==> src/rtl/flash_line_cache.sv <==
// Direct-mapped read-only line cache in front of the SPI flash reader.
// A miss fetches a whole line as one burst; hits answer in a single cycle.
module flash_line_cache #(
    parameter int LINE_WORDS = 4,
    parameter int NUM_LINES  = 16
) (
    input  logic        clk,
    input  logic        reset,
    input  logic        cpu_valid,
    input  logic [23:0] cpu_addr,
    output logic        cpu_ready,
    output logic [31:0] cpu_rdata,
    input  logic        flush,
    output logic        sfr_start,
    output logic [23:0] sfr_address,
    output logic [23:0] sfr_word_count,
    input  logic        sfr_strobe,
    input  logic [31:0] sfr_data_in
);

    localparam int OFF   = $clog2(LINE_WORDS);
    localparam int IDX   = $clog2(NUM_LINES);
    localparam int TAG_W = 22 - OFF - IDX;
    localparam logic [OFF-1:0] LAST_WORD = OFF'(LINE_WORDS - 1);

    //  state | meaning
    //  IDLE  | waiting for a request; hits are answered from here
    //  FILL  | burst running, collecting flash words into the line
    //  RESP  | line complete, returning the requested word
    typedef enum logic [1:0] {
        IDLE,
        FILL,
        RESP
    } state_t;

    state_t state, state_next;

    logic [NUM_LINES-1:0] valid;
    logic [TAG_W-1:0]     tags [NUM_LINES];
    logic [31:0]          data [NUM_LINES][LINE_WORDS];

    logic [OFF-1:0]   cnt;
    logic [OFF-1:0]   req_off;
    logic [IDX-1:0]   req_idx;
    logic [TAG_W-1:0] req_tag;

    logic [OFF-1:0]   cpu_off;
    logic [IDX-1:0]   cpu_idx;
    logic [TAG_W-1:0] cpu_tag;
    logic             lookup_hit;
    logic             accept;
    logic             fill_write;
    logic             fill_last;
    logic             unused_bits;

    assign cpu_off        = cpu_addr[OFF+1:2];
    assign cpu_idx        = cpu_addr[OFF+IDX+1:OFF+2];
    assign cpu_tag        = cpu_addr[23:OFF+IDX+2];
    assign lookup_hit     = valid[cpu_idx] && (tags[cpu_idx] == cpu_tag);
    assign sfr_word_count = 24'(LINE_WORDS);
    assign unused_bits    = ^cpu_addr[1:0];

    always_ff @(posedge clk) begin
        if (reset) state <= IDLE;
        else       state <= state_next;
    end

    always_comb begin
        state_next = state;
        accept     = 1'b0;
        fill_write = 1'b0;
        fill_last  = 1'b0;
        case (state)
            IDLE: begin
                // the ready cycle itself never re-accepts a held request
                if (cpu_valid && !cpu_ready) begin
                    accept = 1'b1;
                    if (!lookup_hit) state_next = FILL;
                end
            end
            FILL: begin
                if (sfr_strobe) begin
                    fill_write = 1'b1;
                    if (cnt == LAST_WORD) begin
                        fill_last  = 1'b1;
                        state_next = RESP;
                    end
                end
            end
            RESP:    state_next = IDLE;
            default: state_next = IDLE;
        endcase
    end

    always_ff @(posedge clk) begin
        if (reset) begin
            cpu_ready   <= 1'b0;
            cpu_rdata   <= '0;
            sfr_start   <= 1'b0;
            sfr_address <= '0;
            valid       <= '0;
            cnt         <= '0;
            req_off     <= '0;
            req_idx     <= '0;
            req_tag     <= '0;
        end else begin
            cpu_ready <= 1'b0;
            sfr_start <= 1'b0;
            if (accept && lookup_hit) begin
                cpu_ready <= 1'b1;
                cpu_rdata <= data[cpu_idx][cpu_off];
            end
            if (accept && !lookup_hit) begin
                req_off     <= cpu_off;
                req_idx     <= cpu_idx;
                req_tag     <= cpu_tag;
                sfr_start   <= 1'b1;
                sfr_address <= {cpu_tag, cpu_idx, {(OFF + 2){1'b0}}};
                cnt         <= '0;
            end
            if (fill_write) cnt <= cnt + 1'b1;
            if (fill_last) begin
                valid[req_idx] <= 1'b1;
                cpu_ready      <= 1'b1;
                // the requested word may be the one arriving right now
                cpu_rdata      <= (cnt == req_off) ? sfr_data_in : data[req_idx][req_off];
            end
            if (flush) valid <= '0;
        end
    end

    always_ff @(posedge clk) begin
        if (!reset && fill_write) data[req_idx][cnt] <= sfr_data_in;
        if (!reset && fill_last)  tags[req_idx] <= req_tag;
    end

endmodule
==> config.mk <==
export PLATFORM = sky130hd
export DESIGN_NAME = flash_line_cache
export DESIGN_NICKNAME = d
export VERILOG_FILES = /design/src/rtl/flash_line_cache.sv
export SDC_FILE = /design/constraint.sdc
export NUM_CORES = 2
export LEC_CHECK = 0
export ABC_AREA = 1
export BUFFER_PORTS_ARGS = -buffer_cell sky130_fd_sc_hd__buf_2
export CORE_ASPECT_RATIO = 1.75
export CORE_UTILIZATION = 36
export CTS_BUF_LIST = sky130_fd_sc_hd__clkbuf_8 sky130_fd_sc_hd__clkbuf_16
export DETAILED_ROUTE_END_ITERATION = 10
export MAX_ROUTING_LAYER = met4
export PLACE_DENSITY = 0.6
export REMOVE_ABC_BUFFERS = 1
export SETUP_SLACK_MARGIN = 0.15
export SLEW_MARGIN = 40
export SYNTH_ARGS = -nofsm -noshare
export SYNTH_HDL_FRONTEND = slang
export SYNTH_SLANG_ARGS = --single-unit
==> constraint.sdc <==
create_clock -name clk -period 6 [get_ports clk]
set_clock_uncertainty 0.05 [all_clocks]
set_input_delay 0.6 -clock clk [delete_from_list [all_inputs] [get_ports clk]]
set_output_delay 0.6 -clock clk [all_outputs]
set_load 0.02 [all_outputs]
After elaboration in Yosys (flattened, before gate mapping) --
Memory sizes are Yosys's and may differ from the RTL's. A register that Yosys moved wholly into a read port is not among the register bits. Cells that the tools add are included.
Word-level totals: flip-flop bits (word level) 96, output and inout port bits 82, memories 2, bits of input ports 61, RAM bits 2304, logic and storage cells 86
Memories:
- data | depth 16, bits a word 128, read ports 2, clocked after Yosys merged registers in 1, wr ports 1, RTL line 40 | logic [31:0] data [NUM_LINES][LINE_WORDS];
- tags | depth 16, bits a word 16, read ports 1, clocked after Yosys merged registers in 0, wr ports 1, RTL line 39 | logic [TAG_W-1:0] tags [NUM_LINES];
Cells by class: equal/unequal tests 8, multiplexer cells 38, add/sub/neg operators 1, reductions and logical operators 16, $lt $le $gt $ge 7, bitwise gates (word level) 4
Operators with widths (number):
- two-way mux 32 bit | 8
- binary-select mux 32 bit (select 2 bit) | 2
- two-way mux 128 bit | 1
- demux 32 bit (select 2 bit) | 1
- == test 16 bit | 1
- OR 16 bit | 1
- two-way mux 1 bit | 15
- two-way mux 2 bit | 6
- less-than comparator 4 x 5 -> 1 bit, second input constant | 2
- >= comparator 3 bit, second input constant | 3
- inverter 2 -> 3 bit | 3
- logical AND 1 bit | 8
- two-way mux 4 bit | 2
- inequality test 2 bit, second input constant | 4
- binary-select mux 1 bit (select 4 bit) | 1
- demux 1 bit (select 4 bit) | 1
- >= comparator 4 x 1 -> 1 bit, second input constant | 1
- one-hot mux 2 bit (2 select lines) | 1
- AND reduction 4 bit | 1
- nonzero test 2 bit | 2
- zero test 1 bit | 3
- less-than comparator 3 x 1 -> 1 bit, second input constant | 1
- adder 2 x 1 -> 2 bit, second input constant | 1
- == test 2 x 1 -> 1 bit, second input constant | 1
- 4 further kinds | 4

Logic depth before layout (Yosys ltp) --
depth in word-level cells 7, gate-level depth with buffers 21, gate-level depth less buffers 17

Worst setup path after synthesis --
No wires, ideal clock.
kind input to register, start point in sfr_strobe, end point mem data[10][0] (netlist bit) (enable), cell stages on the path 9, path buffers 3, data required time 5.529 ns, arrival 3.225 ns, setup slack 2.304 ns, library setup time 0.421 ns, cells stage by stage nand2_1 inv_1 nand2_1 inv_1 clkbuf_1 clkbuf_1 clkbuf_1 nand2_1 nor2_1
Between the ends: word-level cells in the longest chain between the ends 5
Ends and longest elaborated chain:
- start, declared | RTL line 17 | input logic sfr_strobe,
- two-way mux 1 bit | RTL line 82 | if (sfr_strobe) begin
- two-way mux 1 bit | RTL line 73 | case (state)
- logical AND 1 bit | RTL line 133 | if (!reset && fill_write) data[req_idx][cnt] <= sfr_data_in;
- two-way mux 1 bit | RTL line 133
- two-way mux 128 bit (not written as such) | RTL line 133
- end, declared | RTL line 40
Every way passes these cells.

==> run_summary.xml <==
<?xml version="1.0" encoding="UTF-8"?>
<metrics>
  <group name="run_status">
    <metric name="status" unit="">completed</metric>
  </group>
  <group name="critical_path">
    <metric name="timing.critical_path.fanout_max" unit="">145</metric>
    <metric name="worst-setup-path-type" unit="">register to register</metric>
    <metric name="worst_ep_required_time" unit="ns">6.80</metric>
    <metric name="timing.critical_path.to_type" unit="">register</metric>
    <metric name="setup_crit_start_kind" unit="">register</metric>
    <metric name="arrival" unit="ns">4.75</metric>
  </group>
  <group name="synth">
    <metric name="post_synth_inst_count" unit="">11800</metric>
    <metric name="syn-cell-area" unit="um2">114000</metric>
    <metric name="syn-mean-instance-area" unit="um2">9.62</metric>
    <metric name="synthDominantAreaCellType" unit="">edfxtp_1</metric>
    <metric name="synth_seq_cells" unit="">2384</metric>
    <metric name="netlist_top_cells_area" unit="">edfxtp_1 61%, o21ai_0 9.1%, nor2_1 7.1%, nand2_1 5.5%, nand3_1 4.9%</metric>
    <metric name="synth-warning-count" unit="">0</metric>
    <metric name="yosysSeqAreaShare" unit="%">62.3</metric>
    <metric name="synth.lib_cells_used.distinct" unit="">28</metric>
    <metric name="synth_largest_type_area_fraction" unit="%">60.8</metric>
  </group>
  <group name="global_route">
    <metric name="grt_antenna_before_repair" unit="">13</metric>
    <metric name="wire_length_of_the_first_global_routing_pass" unit="mm">604</metric>
    <metric name="grt_pass1_vias" unit="">90800</metric>
    <metric name="grt_start_max_net_pins" unit="">158</metric>
    <metric name="globalRouteTotalUtil" unit="%">26.3</metric>
    <metric name="globalRouteOverflowTotal" unit="">0</metric>
  </group>
  <group name="job">
    <metric name="max-cap-violations" unit="">0</metric>
  </group>
  <group name="hold_path">
    <metric name="worstHoldPathType" unit="">primary input to register</metric>
  </group>
  <group name="cts">
    <metric name="clk_pin_slew" unit="ns">0.07</metric>
    <metric name="clk-insertion-delay-late" unit="ns">0.94</metric>
    <metric name="number_of_cts_inserted_buffers" unit="">215</metric>
    <metric name="tritoncts" unit="">done</metric>
    <metric name="root_buffer" unit="">clkbuf_16</metric>
    <metric name="cts.path.max_buffers" unit="">4</metric>
    <metric name="cts.htree.levels" unit="">4</metric>
    <metric name="cts_num_sinks" unit="">2384</metric>
    <metric name="postCtsSetupRepairBufs" unit="">0</metric>
  </group>
  <group name="finish">
    <metric name="final-instance-count-excl-fill" unit="">15800</metric>
    <metric name="finish.utilization" unit="%">40.3</metric>
    <metric name="final_common_cell" unit="">edfxtp_1</metric>
    <metric name="layout.filler_cells" unit="">30200</metric>
    <metric name="multi_input_area" unit="um2">38400</metric>
    <metric name="register_area" unit="um2">70800</metric>
    <metric name="final_net_count" unit="">11500</metric>
    <metric name="post_route_cells_drive_above_1_share" unit="%">7.19</metric>
    <metric name="most-common-layout-cells" unit="">2304 x edfxtp_1, 2082 x nor2_1, 2078 x o21ai_0</metric>
    <metric name="area_growth" unit="%">11.3</metric>
  </group>
  <group name="route">
    <metric name="drt-initial-drc-count" unit="">11700</metric>
    <metric name="post_drt_wl_per_cell" unit="um">26.7</metric>
    <metric name="ant_nets" unit="">0</metric>
    <metric name="drcViolationCount" unit="">0</metric>
    <metric name="detail_route.first_pass.iterations" unit="">7</metric>
    <metric name="avgViaCountPerCell" unit="">6.04</metric>
    <metric name="routed_wirelength" unit="mm">421</metric>
    <metric name="via_count" unit="">95200</metric>
  </group>
  <group name="power_and_ir_drop">
    <metric name="cellLeakagePower" unit="nW">43.2</metric>
    <metric name="ir_drop_worst_case_vdd" unit="uV">241</metric>
    <metric name="power_after_layout" unit="mW">36.4</metric>
    <metric name="power.density_cell_area" unit="nW/um2">288</metric>
  </group>
  <group name="timing">
    <metric name="slew_headroom" unit="%">34.9</metric>
    <metric name="finalHoldWorstSlack" unit="ns">0.0429</metric>
    <metric name="rsz_0062_raised_after_global_routing" unit="">false</metric>
    <metric name="setup_viol_count_final" unit="">0</metric>
    <metric name="final-max-slew-violation-count" unit="">0</metric>
    <metric name="fin_hold_viols" unit="">0</metric>
    <metric name="tightest_slew" unit="ns">0.976</metric>
    <metric name="finalCriticalPeriod" unit="ns">3.95</metric>
    <metric name="timing.fmax" unit="GHz">0.253</metric>
    <metric name="fin_crit_sh" unit="%">65.8</metric>
  </group>
  <group name="die">
    <metric name="initial_core_util" unit="%">36.2</metric>
    <metric name="die_h" unit="um">745</metric>
    <metric name="die-width" unit="um">427</metric>
    <metric name="fp.coreArea" unit="um2">314000</metric>
    <metric name="floorplan.rows" unit="">272</metric>
    <metric name="die_footprint" unit="um2">318000</metric>
    <metric name="ios" unit="">143</metric>
  </group>
  <group name="placement">
    <metric name="placedCellCount" unit="">15300</metric>
    <metric name="gp_congestion" unit="">0.857</metric>
    <metric name="hpwlAfterDp" unit="mm">228</metric>
    <metric name="io_buffer_count" unit="">112</metric>
  </group>
</metrics>
-- cells by family (layout without fill, tap and decap cells) --
group	Yosys count	in the layout	share of synthesized area [%]
compound gates	3223	3223	15.5
flops	2384	2384	62.3
other cells	2	33	0.00660
simple gates	4966	4966	17.7
fa+ha+maj	4	4	0.0440
buf+inv	1238	1041	4.55
-- sequential cells by signal (all words and copies together), names as in the netlist, named ones only --
signal / flops
valid: 16
sfr_address: 1
tags: 256
data: 2048
req_idx: 3
sfr_start: 1
state: 2
req_tag: 16
req_off: 2
cpu_rdata: 32
cpu_ready: 1
cnt: 2
-- path summary, 6_finish.rpt --
kind / from / end / slack (ns) / cells past startpoint
hold / removal: sfr_data_in[2] / data[14][2]$_DFFE_PP_ / 0.04 / 1
setup / recovery: register / cpu_rdata[16]$_SDFFE_PP0P_ / 2.05 / 14
hold reg to reg: valid[11]$_SDFFE_PP0P_ / valid[11]$_SDFFE_PP0P_ / 0.40 / 2
setup reg to reg: register / cpu_rdata[16]$_SDFFE_PP0P_ / 2.05 / 14
-- per-stage QoR --
step	setup WS [ns]	TNS [ns]	area, um2
finish	2.05	0	127000
global route	1.83	0	127000
CTS	2.15	0	126000
detailed placement	1.45	0	119000
global placement	1.42	0	118000
floorplan	-64.31	-2198.69	109000
-- critical path, cell delays in order, from the launching register on --
cell and delay [ns]:
dfxtp_4 0.82, buf_4 0.68, buf_12 0.49, o21ai_0 0.20
o22ai_1 0.22, nand2_1 0.08, nand3_1 0.12, nand3_1 0.16
nand2_1 0.24, nand2_1 0.08, nand3_1 0.10, nand2_1 0.06
nand2_1 0.14, a21oi_1 0.06, nor2_1 0.13
-- report_power, final --
group	switching, mW	internal [mW]	total [mW]	leakage (nW)
combinational	3.14	1.09	4.23	18.2
clock	6.38	7.46	13.8	3.58
sequential	0.0958	18.3	18.4	21.4
-- synthesized netlist by cell type --
cell type,count
o21ai_0,2078
and3_1,1
inv_1,210
o21ai_1,31
nand3b_1,5
edfxtp_1,2304
o22ai_1,867
nor2_1,2162
clkbuf_1,661
inv_2,4
buf_2,193
o221ai_1,88
dfxtp_1,80
nand4_1,3
o211ai_1,16
buf_6,10
buf_4,57
or2_2,6
nor4_1,1
nand2_2,1
ha_1,4
nand2_1,1661
conb_1,2
or2_1,2
a21oi_1,143
nand3_1,1123
or2_0,1
buf_1,103
-- layer usage --
| layer | up-vias | part of all wire, % | GRT usage [%] |
|---|---|---|---|
| met5 | - | 0 | - |
| met4 | 0 | 7.5 | 17.7 |
| met3 | 1599 | 9.9 | 4.37 |
| met2 | 5974 | 47 | 41.9 |
| met1 | 46100 | 35 | 30.4 |
| li1 | 41500 | - | - |
-- cell type report --
class	instances	share of cell area (%)
Sequential cell	2384	55.9
Inverter	214	0.693
Clock inverter	165	1.02
Tap cell	4110	4.06
Clock buffer	224	4.36
Timing Repair Buffer	438	3.61
Multi-Input combinational cell	8221	30.3
Antenna cell	5	0.00988
-- repair_timing --
action / in CTS / in global routing
resized for setup: 0 / 0
hold buffers: 17 / 0
endpoints found under the hold margin: 17 / 0
(Power assumes the default switching activity.)
